<file path="src/rtl/display_pkg.sv">
// display_pkg: shared display widths, colour constants and ROM address sizing
package display_pkg;

    localparam int X_W     = 10;
    localparam int Y_W     = 9;
    localparam int COLOR_W = 16;

    localparam logic [COLOR_W-1:0] WHITE = 16'hffff;
    localparam logic [COLOR_W-1:0] BLACK = 16'h0000;

    function automatic int addr_width(input int frames, input int width, input int height);
        return (frames * width * height > 1) ? $clog2(frames * width * height) : 1;
    endfunction

endpackage

</file>
<file path="src/rtl/sprite_anim_ctrl.sv">
// sprite_anim_ctrl: frame-tick driven animation frame index and blink visibility
module sprite_anim_ctrl #(
    parameter int FRAMES     = 1,
    parameter int FRAME_HOLD = 8,
    parameter int BLINK_HOLD = 30,
    parameter int FI_W       = (FRAMES > 1) ? $clog2(FRAMES) : 1
) (
    input  logic            clk,
    input  logic            rst,
    input  logic            frame_tick,
    input  logic            anim_en,
    input  logic            blink_en,
    output logic [FI_W-1:0] frame_idx,
    output logic            visible
);

    localparam int HC_W = $clog2(FRAME_HOLD + 1);
    localparam int BC_W = $clog2(BLINK_HOLD + 1);

    logic [FI_W-1:0] frame_q, frame_d;
    logic [HC_W-1:0] hold_q, hold_d;
    logic [BC_W-1:0] blink_q, blink_d;
    logic            vis_q, vis_d;
    logic            wrap_h, wrap_b, last_f;

    // next state: counters only move on frame_tick so changes land on vsync
    always_comb begin
        wrap_h  = hold_q == HC_W'(FRAME_HOLD - 1);
        wrap_b  = blink_q == BC_W'(BLINK_HOLD - 1);
        last_f  = frame_q == FI_W'(FRAMES - 1);
        hold_d  = !anim_en ? '0 : frame_tick ? (wrap_h ? '0 : hold_q + 1'b1) : hold_q;
        frame_d = (anim_en & frame_tick & wrap_h) ? (last_f ? '0 : frame_q + 1'b1) : frame_q;
        blink_d = !blink_en ? '0 : frame_tick ? (wrap_b ? '0 : blink_q + 1'b1) : blink_q;
        vis_d   = !blink_en ? 1'b1 : (frame_tick & wrap_b) ? ~vis_q : vis_q;
    end

    // state register, reset dominates frame_tick
    always_ff @(posedge clk) begin
        if (rst) begin
            frame_q <= '0;
            hold_q  <= '0;
            blink_q <= '0;
            vis_q   <= 1'b1;
        end else begin
            frame_q <= frame_d;
            hold_q  <= hold_d;
            blink_q <= blink_d;
            vis_q   <= vis_d;
        end
    end

    assign frame_idx = frame_q;
    assign visible   = vis_q;

endmodule

</file>
<file path="src/rtl/sprite_renderer.sv">
// sprite_renderer: keyed, mirrorable, animated sprite overlay with 2-cycle ROM pipeline
module sprite_renderer
    import display_pkg::*;
#(
    parameter int                 WIDTH      = 430,
    parameter int                 HEIGHT     = 92,
    parameter int                 FRAMES     = 1,
    parameter int                 ADDR_W     = 16,
    parameter int                 FRAME_HOLD = 8,
    parameter int                 BLINK_HOLD = 30,
    parameter logic [COLOR_W-1:0] KEY_COLOR  = WHITE,
    parameter logic [COLOR_W-1:0] BG_COLOR   = WHITE
) (
    input  logic               clk,
    input  logic               rst,
    input  logic [X_W-1:0]     x,
    input  logic [Y_W-1:0]     y,
    input  logic [X_W-1:0]     posx,
    input  logic [Y_W-1:0]     posy,
    input  logic               enable,
    input  logic               flip_h,
    input  logic               anim_en,
    input  logic               blink_en,
    input  logic               frame_tick,
    output logic [ADDR_W-1:0]  rom_addr,
    input  logic [COLOR_W-1:0] rom_data,
    output logic [COLOR_W-1:0] color,
    output logic               is_display
);

    localparam int FI_W = (FRAMES > 1) ? $clog2(FRAMES) : 1;

    logic [FI_W-1:0]    frame_idx;
    logic               visible;
    logic               hit;
    logic [X_W-1:0]     dx;
    logic [Y_W-1:0]     dy;
    logic [ADDR_W-1:0]  col, addr;
    logic [ADDR_W-1:0]  rom_addr_q, rom_addr_d;
    logic               hit_q;
    logic [COLOR_W-1:0] color_q, color_d;
    logic               disp_q, disp_d;

    sprite_anim_ctrl #(
        .FRAMES     (FRAMES),
        .FRAME_HOLD (FRAME_HOLD),
        .BLINK_HOLD (BLINK_HOLD),
        .FI_W       (FI_W)
    ) u_anim (
        .clk        (clk),
        .rst        (rst),
        .frame_tick (frame_tick),
        .anim_en    (anim_en),
        .blink_en   (blink_en),
        .frame_idx  (frame_idx),
        .visible    (visible)
    );

    // stage 0: widened bounds so sprites clipped at the right/bottom edge never wrap
    always_comb begin
        hit = enable & visible
            & ({1'b0, x} >= {1'b0, posx}) & ({1'b0, x} < {1'b0, posx} + (X_W+1)'(WIDTH))
            & ({1'b0, y} >= {1'b0, posy}) & ({1'b0, y} < {1'b0, posy} + (Y_W+1)'(HEIGHT));
        dx = x - posx;
        dy = y - posy;
        col = flip_h ? ADDR_W'(WIDTH - 1) - ADDR_W'(dx) : ADDR_W'(dx);
        addr = ADDR_W'(frame_idx) * ADDR_W'(WIDTH * HEIGHT) + ADDR_W'(dy) * ADDR_W'(WIDTH) + col;
        rom_addr_d = hit ? addr : '0;
        disp_d = hit_q & (rom_data != KEY_COLOR);
        color_d = disp_d ? rom_data : BG_COLOR;
    end

    // pipeline: address register feeds the ROM, colour register catches its data
    always_ff @(posedge clk) begin
        if (rst) begin
            rom_addr_q <= '0;
            hit_q      <= 1'b0;
            color_q    <= BG_COLOR;
            disp_q     <= 1'b0;
        end else begin
            rom_addr_q <= rom_addr_d;
            hit_q      <= hit;
            color_q    <= color_d;
            disp_q     <= disp_d;
        end
    end

    assign rom_addr   = rom_addr_q;
    assign color      = color_q;
    assign is_display = disp_q;

endmodule

</file>
<file path="config.mk">
export PLATFORM = sky130hd
export DESIGN_NAME = sprite_renderer
export DESIGN_NICKNAME = d
export VERILOG_FILES = /design/src/rtl/display_pkg.sv /design/src/rtl/sprite_anim_ctrl.sv /design/src/rtl/sprite_renderer.sv
export SDC_FILE = /design/constraint.sdc
export NUM_CORES = 1
export LEC_CHECK = 0
export CORE_UTILIZATION = 54
export DETAILED_ROUTE_END_ITERATION = 7
export PLACE_DENSITY = 0.92
export SYNTH_ARGS = -nofsm -noshare
export SYNTH_HDL_FRONTEND = slang
export SYNTH_SLANG_ARGS = --single-unit
</file>
<file path="constraint.sdc">
create_clock -name clk -period 10.45 [get_ports clk]
set_clock_uncertainty 0.05 [all_clocks]
set_input_delay 2.09 -clock clk [delete_from_list [all_inputs] [get_ports clk]]
set_output_delay 2.09 -clock clk [all_outputs]
set_load 0.1 [all_outputs]
</file>
==> Word-level counts from Yosys, hierarchy flattened <==
Index checks and enable logic that the tools add are counted.
{ "word_totals": {"reg_bits": 45, "inputBits": 61, "out_inout_bits": 33} }
{ "classes": {"add_sub_neg": 10, "mul": 2, "n_lt_le_gt_ge": 4, "eq_ne": 3, "muxes": 4, "bitwise": 14, "reduce_logical": 4} }
{ "ops": {"columns": ["op", "n"], "rows": [
  ["16-bit adder", 2],
  ["16-bit two-way mux", 1],
  ["16-bit inequality test, second input constant", 1],
  ["9-bit by 8-bit multiplier with 15-bit output, second input constant", 1],
  ["1-bit by 13-bit multiplier with 13-bit output, second input constant", 1],
  ["10-bit by 9-bit adder with 11-bit output, second input constant", 1],
  ["10-bit by 11-bit < comparator with 1-bit output", 1],
  ["9-bit by 10-bit subtractor with 11-bit output, first input constant", 1],
  ["9-bit by 7-bit adder with 10-bit output, second input constant", 1],
  ["10-bit >= comparator", 1],
  ["9-bit by 10-bit < comparator with 1-bit output", 1],
  ["10-bit subtractor", 1],
  ["1-bit AND", 9],
  ["9-bit >= comparator", 1],
  ["9-bit subtractor", 1],
  ["2-bit OR reduction", 4],
  ["5-bit by 1-bit adder with 5-bit output, second input constant", 1],
  ["5-bit == test, second input constant", 1],
  ["5-bit two-way mux", 1],
  ["1-bit inverter", 5],
  ["4-bit by 1-bit adder with 4-bit output, second input constant", 1],
  ["4-bit by 3-bit == test with 1-bit output, second input constant", 1],
  ["4-bit two-way mux", 1],
  ["1-bit adder, second input constant", 1],
  ["1-bit two-way mux", 1]
]} }

==> Longest topological paths before layout <==
{ "depth": {"word_depth": 7, "ltp_mapped": 32, "ltp_nobuf": 32} }

==> Modules after synthesis <==
From an unflattened synthesis, not the netlist that was laid out.
{ "hier_totals": {"hier_cells": 601, "area_unflattened_um2": 5157.4} }
{ "by_module_without_submodules": {"columns": ["mod", "n_inst", "cells_each", "area_per_inst_um2", "seq_area_each_um2"], "rows": [
  ["sprite_renderer", 1, 564, 4837.1, 680.7],
  ["sprite_anim_ctrl", 1, 37, 320.3, 120.1]
]} }

==> Least setup slack after synthesis <==
Ideal clock, no wire load.
{ "synth_path": {"path_type": "input-to-reg", "start": "input y[0]", "end": "register rom_addr_q[15], in the netlist rom_addr[15]", "setup_ps": 127, "t_arrival_ps": 8162, "required_ps": 10273, "setup_slack_ps": 2111, "path_stages": 31, "cell_sequence": "inv_1 -> ha_1 -> fa_1 -> nand2b_1 -> a21oi_2 -> a21o_1 -> a21oi_1 -> xnor2_2 -> xnor2_1 -> fa_1 -> inv_1 -> fa_1 -> inv_1 -> fa_1 -> inv_1 -> ha_1 -> a21oi_1 -> o21bai_1 -> a21oi_1 -> o21bai_1 -> a21oi_1 -> xnor2_1 -> ha_1 -> xor2_1 -> xnor2_1 -> xnor2_1 -> xnor2_1 -> xnor2_1 -> xnor2_1 -> nor4b_1 -> or3_1"} }
{ "synth_via": {"elab_chain_cells": 5, "elab_cells_between_ends": 10, "classes_between": "add/sub: 3; mul: 1; order compare: 2; bitwise: 3; reduce/logical: 1"} }
{ "synth_lines": {"columns": ["item", "line", "source"], "rows": [
  ["start, declared", "sprite_renderer.sv:17", "input logic [Y_W-1:0] y,"],
  ["parallel branches: the longest is 5 deep, another holds 16-bit adder", null, null],
  ["end signal, assigned", "sprite_renderer.sv:81", "rom_addr_q <= rom_addr_d;"],
  ["end, declared", "sprite_renderer.sv:39", "logic [ADDR_W-1:0] rom_addr_q, rom_addr_d;"]
]} }
Several ways; the timed one is not identified.
A chain may end at the register's enable or synchronous reset.

==> Final worst setup path <==
Ends and elaborated chain as after synthesis.

==> metrics.md <==
| Metric | Value |
|---|---|
| CP Capture Type | `flop` |
| Post-synthesis register bit count | `40` |
| Initial antenna violation count | `0` |
| Initial Util | `56.8%` |
| Most common cell in the netlist | `ha_1` |
| Max Slew Vio Count | `0` |
| Post-Route M1 WL | `4730 µm` |
| PostCTS Resize Cnt | `0` |
| DR pass1 iterations | `6` |
| Post-synthesis net count | `775` |
| CTS sink count | `40` |
| CTS Buf Count | `5` |
| Least-Margin Pin Slew | `0.990 ns` |
| Synth cell types | `57` |
| Synth Area in Compound Gates | `14.1%` |
| Minimum clock period after layout | `9.21 ns` |
| Via count | `4308` |
| Most frequent cells after synthesis | `ha_1 (107), inv_1 (89), nor2_1 (46), xnor2_1 (46), dfxtp_1 (40)` |
| Synth Area in Simple Gates | `14.8%` |
| Clk_lat worst skew | `0.29 ns` |
| CTS tree | `done` |
| XOR/XNOR Fraction of Synth Area | `12.6%` |
| Placed cell count | `783` |
| Data arrival, critical path | `9.32 ns` |
| Synth Warn # | `0` |
| Avg Synthesized Cell Area | `8.65 µm²` |
| P&R area growth vs syn | `23.1%` |
| First-pass GRT wire length | `18200 µm` |
| Setup TNS | `0 ns` |
| Ant diodes | `0` |
| R2R depth | `8` |
| CTS root buf | `clkbuf_8` |
| Largest net degree at the start of global routing | `18` |
| Hold Violations, Final | `0` |
| Setup violators final | `0` |
| IO Port Bufs | `92` |
| Synth area leader | `ha_1` |
| GR Overflow Total | `0` |
| Final non-filler cell total | `791` |
| Vias in the first global route | `4358` |
| R2R Path Start | `u_anim.visible$_SDFFE_PP1P_` |
| Sequential area share after synthesis | `15.8%` |
| Min-delay src | `u_anim.visible$_SDFFE_PP1P_` |
| Top Layer Used | `met4` |
| Crit path max fanout | `9` |
| # IOs | `94` |
| Share of layout cells above drive strength 1 | `6.00%` |
| Area contributors post-synth | `ha_1 (26%), dfxtp_1 (16%), fa_1 (9.1%)` |
| Cell row count | `34` |
| Vias/cell | `5.45` |
| Critical path's top delay family | `adder cells` |
| Total track usage | `22.5%` |
| Crit path top cell by count | `xnor2_1` |
| Setup CP Type | `primary input to flop` |
| RePlAce Congestion | `0.854` |
| Post-CTS setup buffer count | `0` |
| Die area | `9750 µm²` |
| Worst EP required | `10.56 ns` |
| Gate Count Post-Synth | `584` |
| Core area | `8890 µm²` |
| WL/cell | `13.9 µm` |
| R2r setup slk | `8.65 ns` |
| Ys flop type | `dfxtp_1` |
| WHS Path Cells | `2` |
| Height of the die | `98.7 µm` |
| CTS clk-pin slew, worst paths | `0.07 ns` |
| Hold WC Path Type | `flop to flop` |
| Metal3 WL | `472 µm` |
| Fill cell count | `674` |
| Number of synthesized flops with an enable pin | `0` |
| Sink of the worst hold path | `u_anim.visible$_SDFFE_PP1P_` |
| Worst R2R End | `rom_addr[15]$_SDFF_PP0_` |
| Remaining antenna violation count | `0` |
| Clock Path Buffers | `2` |
| Max_cap viols | `0` |
| RSZ-0062 raised after global routing | `no` |
| Post-DP HPWL | `9540 µm` |
| Metal2 WL | `5520 µm` |
| Crit path buf inv count | `5` |
| Final worst-path cycle share | `88.2%` |
| Largest family of logic cells by synthesized area | `adder cells` |
| Total Routed Length | `11000 µm` |
| Asr flop ratio synth | `0%` |
| Residual DRC | `0` |
| Hold-fix buffers, CTS | `0` |
| Outcome | `finished clean` |
| Nature of the critical path startpoint | `primary input` |
| Die width | `98.7 µm` |
| Mux contribution to synthesized area | `0%` |
| Initial drt markers | `108` |
| Htree depth | `2` |
| Adder-cell share of the synthesized area | `35.8%` |
| Relative slew margins | `33.8%` |
| Fin nets | `873` |
| Max stage delay on crit path | `0.53 ns` |
| Top cell type's share of synthesized area | `26.5%` |
| FMAX | `0.109 GHz` |
| Slowest-stage cell, CP | `fa_1` |
| Cell Area, Synth | `5050 µm²` |
[how the worst max path moves through the flow]
stage	from	endpoint	slack (ns)	cells past startpoint
2_1_floorplan	y[0]	rom_addr[15]$_SDFF_PP0_	2.11	31
3_3_place_gp	y[0]	rom_addr[15]$_SDFF_PP0_	1.19	32
3_5_place_dp	y[0]	rom_addr[15]$_SDFF_PP0_	0.96	32
4_1_cts	y[0]	rom_addr[15]$_SDFF_PP0_	1.23	32
5_1_grt	y[0]	rom_addr[15]$_SDFF_PP0_	0.85	32
6_report	y[0]	rom_addr[15]$_SDFF_PP0_	1.24	32
[flip-flops by register name (all words and copies together) (netlist names)]
name	count
is_display	1
u_anim.visible	1
color	16
u_anim.blink_q	5
rom_addr	16
hit_q	1
[through the flow]
| step | hold WS (ns) | instance area [µm²] | util, % | worst slack [ns] |
|---|---|---|---|---|
| floorplan | 0.408 | 5050 | - | 2.11 |
| global placement | 0.424 | 6110 | 68.8 | 1.19 |
| detailed placement | 0.449 | 6110 | 68.8 | 0.960 |
| CTS | 0.472 | 6220 | 70.0 | 1.23 |
| global route | 0.490 | 6220 | 70.0 | 0.853 |
| finish | 0.472 | 6220 | 70.0 | 1.24 |
[cells by family (layout without fill, tap and decap cells)]
family                     after synthesis  count (layout)
AOI/OAI and AO/OA                      102             102
xor gates and xnor gates                71              71
adders and majority gates              131             131
buffers and inverters                   93             192
DFF                                     40              40
and+or+nand+nor                        147             147
[metal layers]
layer	global-route usage (%)	vias to the layer above
li1	-	2178
met1	24.4	1984
met2	44.2	124
met3	2.91	22
met4	8.04	0
met5	0	-
[placed cells by master, fill, tap and decap left out, drive strengths merged, types with 2 or more instances in the layout]
cell type	synthesis	routed
a21oi	32	32
nor2b	5	5
and3	4	4
a211o	5	5
and2	8	8
a21o	8	8
a21boi	2	2
a31oi	5	5
nand2b	5	5
o21a	5	5
o21bai	7	7
nand4	10	10
o211ai	6	6
o2111ai	2	2
o41ai	4	4
xnor2	48	48
nor3	10	10
nand2	19	19
or2	20	20
o22ai	2	2
buf	0	2
o21ai	14	14
ha	107	107
nor2	46	46
nor4	4	4
or3	2	2
inv	90	90
nand3	9	9
and4	2	2
xor2	23	23
fa	23	23
clkbuf	3	6
a211oi	2	2
clkdlybuf4s50	0	92
dfxtp	40	40
[cell type report]
class	count	area (µm²)	area share, %
Multi-Input combinational cell	451	3900	62.8
Timing Repair Buffer	94	936	15.0
Sequential cell	40	801	12.9
Inverter	90	338	5.43
Tap cell	108	135	2.17
Clock buffer	6	72.6	1.17
Clock inverter	2	35.0	0.563
[tightest hold or removal path: cells and delay by family, from the launching register on]
kind          cells  cell delay, ns
simple gates      1            0.06
xor+xnor          1            0.08
flops             1            0.36
Power is left out: the tool's default activity adds up to more than one toggle a clock period on the data nets, which glitch-free logic cannot reach.
